<file path="src/rtl/eh2_bp_ghr_ckpt.sv">
// Per-thread speculative/committed GHR with checkpoint FIFO and registered BHT index hash.
// Optional: define RV_GHR_LOOKUP_BYPASS_EN to hash same-cycle GHR updates into the lookup.
module eh2_bp_ghr_ckpt #(
    parameter int NUM_THREADS = 2,
    parameter int GHR_SIZE    = 8,
    parameter int IDX_WIDTH   = 8,
    parameter int CKPT_DEPTH  = 4,
    parameter int TW          = (NUM_THREADS > 1) ? $clog2(NUM_THREADS) : 1
) (
    input  logic                   clk,
    input  logic                   rst_l,
    input  logic                   pred_valid,
    input  logic [TW-1:0]          pred_tid,
    input  logic                   pred_taken,
    output logic [NUM_THREADS-1:0] pred_ready,
    input  logic                   resolve_valid,
    input  logic [TW-1:0]          resolve_tid,
    input  logic                   resolve_taken,
    input  logic                   resolve_mispredict,
    input  logic                   flush_valid,
    input  logic [TW-1:0]          flush_tid,
    input  logic                   lookup_valid,
    input  logic [TW-1:0]          lookup_tid,
    input  logic [IDX_WIDTH-1:0]   lookup_idx,
    output logic                   hash_valid,
    output logic [IDX_WIDTH-1:0]   hash_idx
);

    localparam int PW     = $clog2(CKPT_DEPTH);
    localparam int CW     = $clog2(CKPT_DEPTH + 1);
    localparam int NCHUNK = (GHR_SIZE + IDX_WIDTH - 1) / IDX_WIDTH;

    typedef logic [GHR_SIZE-1:0] ghr_t;

    ghr_t          r_spec   [NUM_THREADS];
    ghr_t          r_commit [NUM_THREADS];
    ghr_t          r_fifo   [NUM_THREADS][CKPT_DEPTH];
    logic [PW-1:0] r_wptr   [NUM_THREADS];
    logic [PW-1:0] r_rptr   [NUM_THREADS];
    logic [CW-1:0] r_count  [NUM_THREADS];

    ghr_t          w_spec_nxt   [NUM_THREADS];
    ghr_t          w_commit_nxt [NUM_THREADS];
    logic          w_push       [NUM_THREADS];
    logic          w_pop        [NUM_THREADS];
    logic          w_clear      [NUM_THREADS];
    logic          w_pred_ok    [NUM_THREADS];
    logic          w_misp       [NUM_THREADS];
    logic          w_flush      [NUM_THREADS];
    ghr_t          w_ghr_sel;

    function automatic logic [IDX_WIDTH-1:0] fold(input ghr_t g);
        logic [NCHUNK*IDX_WIDTH-1:0] pad;
        logic [IDX_WIDTH-1:0]        acc;
        pad = '0;
        pad[GHR_SIZE-1:0] = g;
        acc = '0;
        for (int unsigned c = 0; c < NCHUNK; c++) begin
            acc = acc ^ pad[c*IDX_WIDTH +: IDX_WIDTH];
        end
        return acc;
    endfunction

    // Priority per thread: flush > mispredict > prediction; correct resolve and push may coexist.
    always_comb begin
        for (int unsigned t = 0; t < NUM_THREADS; t++) begin
            w_pred_ok[t]    = pred_valid && (pred_tid == TW'(t)) && (r_count[t] != CW'(CKPT_DEPTH));
            w_pop[t]        = resolve_valid && (resolve_tid == TW'(t)) && (r_count[t] != '0);
            w_misp[t]       = w_pop[t] && resolve_mispredict;
            w_flush[t]      = flush_valid && (flush_tid == TW'(t));
            w_clear[t]      = w_flush[t] || w_misp[t];
            w_push[t]       = w_pred_ok[t] && !w_clear[t];
            w_commit_nxt[t] = w_pop[t] ? ghr_t'({r_commit[t], resolve_taken}) : r_commit[t];
            w_spec_nxt[t]   = r_spec[t];
            if (w_flush[t]) begin
                w_spec_nxt[t] = w_commit_nxt[t];
            end else if (w_misp[t]) begin
                w_spec_nxt[t] = ghr_t'({r_fifo[t][r_rptr[t]], resolve_taken});
            end else if (w_push[t]) begin
                w_spec_nxt[t] = ghr_t'({r_spec[t], pred_taken});
            end
        end
    end

    always_comb begin
        for (int unsigned t = 0; t < NUM_THREADS; t++) begin
            pred_ready[t] = (r_count[t] != CW'(CKPT_DEPTH));
        end
    end

    always_comb begin
        w_ghr_sel = '0;
        for (int unsigned t = 0; t < NUM_THREADS; t++) begin
            if (lookup_tid == TW'(t)) begin
`ifdef RV_GHR_LOOKUP_BYPASS_EN
                w_ghr_sel = w_spec_nxt[t];
`else
                w_ghr_sel = r_spec[t];
`endif
            end
        end
    end

    always_ff @(posedge clk or negedge rst_l) begin
        if (!rst_l) begin
            for (int unsigned t = 0; t < NUM_THREADS; t++) begin
                r_spec[t]   <= '0;
                r_commit[t] <= '0;
                r_wptr[t]   <= '0;
                r_rptr[t]   <= '0;
                r_count[t]  <= '0;
                for (int unsigned d = 0; d < CKPT_DEPTH; d++) begin
                    r_fifo[t][d] <= '0;
                end
            end
        end else begin
            for (int unsigned t = 0; t < NUM_THREADS; t++) begin
                r_spec[t]   <= w_spec_nxt[t];
                r_commit[t] <= w_commit_nxt[t];
                if (w_clear[t]) begin
                    r_wptr[t]  <= '0;
                    r_rptr[t]  <= '0;
                    r_count[t] <= '0;
                end else begin
                    if (w_push[t]) begin
                        r_fifo[t][r_wptr[t]] <= r_spec[t];
                        r_wptr[t]            <= r_wptr[t] + 1'b1;
                    end
                    if (w_pop[t]) begin
                        r_rptr[t] <= r_rptr[t] + 1'b1;
                    end
                    case ({w_push[t], w_pop[t]})
                        2'b10:   r_count[t] <= r_count[t] + 1'b1;
                        2'b01:   r_count[t] <= r_count[t] - 1'b1;
                        default: r_count[t] <= r_count[t];
                    endcase
                end
            end
        end
    end

    always_ff @(posedge clk or negedge rst_l) begin
        if (!rst_l) begin
            hash_valid <= 1'b0;
            hash_idx   <= '0;
        end else begin
            hash_valid <= lookup_valid;
            if (lookup_valid) begin
                hash_idx <= lookup_idx ^ fold(w_ghr_sel);
            end
        end
    end

endmodule

</file>
<file path="config.mk">
export PLATFORM = sky130hd
export DESIGN_NAME = eh2_bp_ghr_ckpt
export DESIGN_NICKNAME = d
export VERILOG_FILES = /design/src/rtl/eh2_bp_ghr_ckpt.sv
export SDC_FILE = /design/constraint.sdc
export NUM_CORES = 1
export LEC_CHECK = 0
export ABC_CLOCK_PERIOD_IN_PS = 3600
export BUFFER_PORTS_ARGS = -buffer_cell sky130_fd_sc_hd__buf_2
export CAP_MARGIN = 20
export CORE_AREA = 2 2 99 101
export DETAILED_ROUTE_END_ITERATION = 16
export DIE_AREA = 0 0 101 103
export PLACE_DENSITY_LB_ADDON = 0.08
export SKIP_CTS_REPAIR_TIMING = 1
export SKIP_LAST_GASP = 1
export SYNTH_ARGS = -nofsm -noshare
export SYNTH_HDL_FRONTEND = slang
export SYNTH_SLANG_ARGS = --single-unit
</file>
<file path="constraint.sdc">
create_clock -name clk -period 3.6 [get_ports clk]
set_input_delay 0.36 -clock clk [delete_from_list [all_inputs] [get_ports clk]]
set_output_delay 0.36 -clock clk [all_outputs]
set_load 0.02 [all_outputs]
</file>
==> metrics.md <==
| Metric | Value |
|---|---|
| Register-to-register setup slack | 1.02 ns |
| Die Y | 103 um |
| Inst Count DP | approximately 570 |
| DR vias | about 3600 |
| Status | complete, no violations |
| Avg Inst Size Synth | 12.5 um2 |
| Worst reg2reg path depth | 7 |
| CP Launch Type | flop |
| Post-route ant nets | 0 |
| P_leak | 0.00276 uW |
| Worst-path fanout max | 11 |
| DR vias/cell | between 6 and 7 |
| CP Cell Sequence | nor3b_1 -> nor2_1 -> a21oi_1 -> fa_1 -> a32o_1 -> o311ai_0 -> o311a_1 |
| Later-pin clock latency in the skew report | between 0.3 and 0.4 ns |
| Routed wire length | roughly 11000 um |
| Vias in the first global route | between 3000 and 4000 |
| Fmax | approximately 390 MHz |
| Initial antenna violation count | 0 |
| Power density over the cells | just under 700 nW/um2 |
| DRC viols | 0 |
| CP Class | flop to flop |
| I/O Buffers | 31 |
| Setup Slack @ Placement | roughly 1.0 ns |
| GRT Util Overall | between 20% and 30% |
| Die area | 10400 um2 |
| Root Driver | clkbuf_8 |
| Initial DRC count | between 100 and 150 |
| Area growth from synthesis to layout | 8.29% |
| CTS max path bufs | 2 |
| WP data arrival | a little under 3 ns |
| Final Cycle Share | a little under three quarters |
| Slowest-stage cell, CP | nor2_1 |
| Slew margin rel. | between 20% and 30% |
| Cell Area, Synth | 5530 um2 |
| Placed standard-cell area | between 5000 and 6000 um2 |
| RR Startpoint | r_count[5] |
| Synth Net Count | about 470 |
| Clock sink total | 111 |
| Die W | 101 um |
| WL per Instance | between 15 and 20 um |
| Setup violators final | 0 |
| Fin Clk Skew | ~0.0097 ns |
| Async SR Flop Fraction | 100% |
| CTS tree | done |
| Final instance area | roughly 6000 um2 |
| Routability-driven placement congestion ratio | 0.804 |
| Max cap viols | 0 |
| Synth Flop Type | dfrtp_1 |
| Post-synthesis sequential area ratio | between 50 and 60% |
| Fraction of layout cells with a size suffix above 1 | around 31% |
| Initial Utilization | between 50 and 60% |
| Fin crit period | 2.58 ns |
| Rows | 36 |
| Worst path max stage delay | 0.63 ns |
| Slew Viols, Final | 0 |
| Yosys Warn Count | 0 |
| H-Tree Depth | 3 |
| Total negative slack | 0 ns |
| Worst-path clk slew | about 0.11 ns |
| Hpwl dp | roughly 8000 um |
| Commonest non-fill, non-tap cell in the layout | dfrtp_1 |
| CORE AREA | 9460 um2 |
| Most frequent cells in the layout | dfrtp_1, mux2_2, buf_2 |
| Syn Inst Count | around 440 |
| CP Data Required Time | around 3.9 ns |
| Yosys cell types | 48 |
| Cts bufs inserted | 9 |
| Total power | approximately 4200 uW |
| DRT Pass-1 Iters | 4 |
| N_diodes | 0 |
| Io pins | 32 |
| Worst-Margin Slew | around 1.1 ns |
| Reg2reg end | r_count[5] |
| Final hold violations | 0 |
| Worst setup EP type | flop |
| Layout Cells excl Fill | about 590 |
| RSZ-0062 raised after global routing | false |
| Hold crit path type | primary input to async pin |
| Post-synth EDFFs | 0 |
| First-pass GRT wire length | between 15000 and 20000 um |
| Maximum vdd drop | around 0.00028 V |
| Worst Setup Slack, final | slightly above 1 ns |
| Yosys reg bits | between 100 and 150 |
| GRT overflow | 0 |
| Largest net degree at the start of global routing | between 60 and 70 |
| NumNets Final | between 400 and 500 |
[sequential cells by signal (all words and copies together), names as in the netlist]
signal / flops
r_commit: 16
r_wptr: 4
r_count: 6
r_spec: 16
hash_idx: 8
hash_valid: 1
r_rptr: 4
r_fifo: 56
[cell families after synthesis]
group | count (synthesis) | synth area share [%]
AND/OR/NAND/NOR | 94 | 9.10
buffers and inverters | 36 | 2.47
AO/OA/AOI/OAI | 83 | 11.5
multiplexers | 98 | 22.6
adder cells (fa/ha/maj) | 10 | 2.54
flip-flops | 111 | 50.3
XOR/XNOR | 10 | 1.59
[area by class of cell]
class	count	area, um2
fill	752	3480
sequential	111	2780
multi-input combinational	295	2610
timing repair buffer	37	203
tap	114	143
clock buffer	10	138
clock inverter	6	58.8
inverter	14	52.6
[metal layers]
metal	GRT usage, %	part of all wire, %	vias to the layer above
met5	0	0	-
met2	40.0	51	61
li1	-	-	1696
met4	5.61	0.87	0
met3	2.64	2.4	8
met1	31.6	46	1838
[synth_stat cells (8+ instances only)]
library cell	count	area share [%]
a211oi_1	12	1.6
a21oi_1	14	1.3
and2_1	12	1.4
and3_1	8	0.91
clkbuf_1	17	1.2
dfrtp_1	111	50
ha_1	8	1.8
inv_1	14	0.95
mux2_2	72	15
mux2i_1	11	2.0
mux4_2	14	5.7
nand2_1	15	1.0
nand3_1	12	1.1
nor2_1	13	0.88
nor3_1	13	1.2
o21ai_0	12	1.1
xnor2_1	10	1.6
[report_power, final]
group	leakage, uW	internal, uW	switching, uW
registers	0.00144	1710	417
clock network	0.0000971	287	446
logic	0.00122	718	576
[worst max path at each step]
stage,start,endpoint,slack (ns),cells after the start
detailed placement,pred_tid,r_count[5],1.05,8
global placement,r_count[1],r_count[2],1.17,8
global route,r_count[3],r_count[5],0.90,7
CTS,r_count[5],r_count[5],1.07,7
floorplan,r_count[3],r_count[5],1.09,8
finish,r_count[5],r_count[5],1.02,7
[critical path: cells and delay by family, from the launching register on]
kind | cells | cell delay (ns)
AOI/OAI and AO/OA | 4 | 0.81
DFF | 1 | 0.43
adders and majority gates | 1 | 0.46
and+or+nand+nor | 2 | 0.82
[metrics by stage]
stage | hold slack [ns] | util [%]
2_1_floorplan | 0.0644 | -
3_3_place_gp | 0.464 | 61.2
3_5_place_dp | 0.481 | 61.2
4_1_cts | 0.111 | 63.3
5_1_grt | 0.150 | 63.3
6_report | 0.0830 | 63.3
Note: power is estimated with default switching activity, not from simulation.
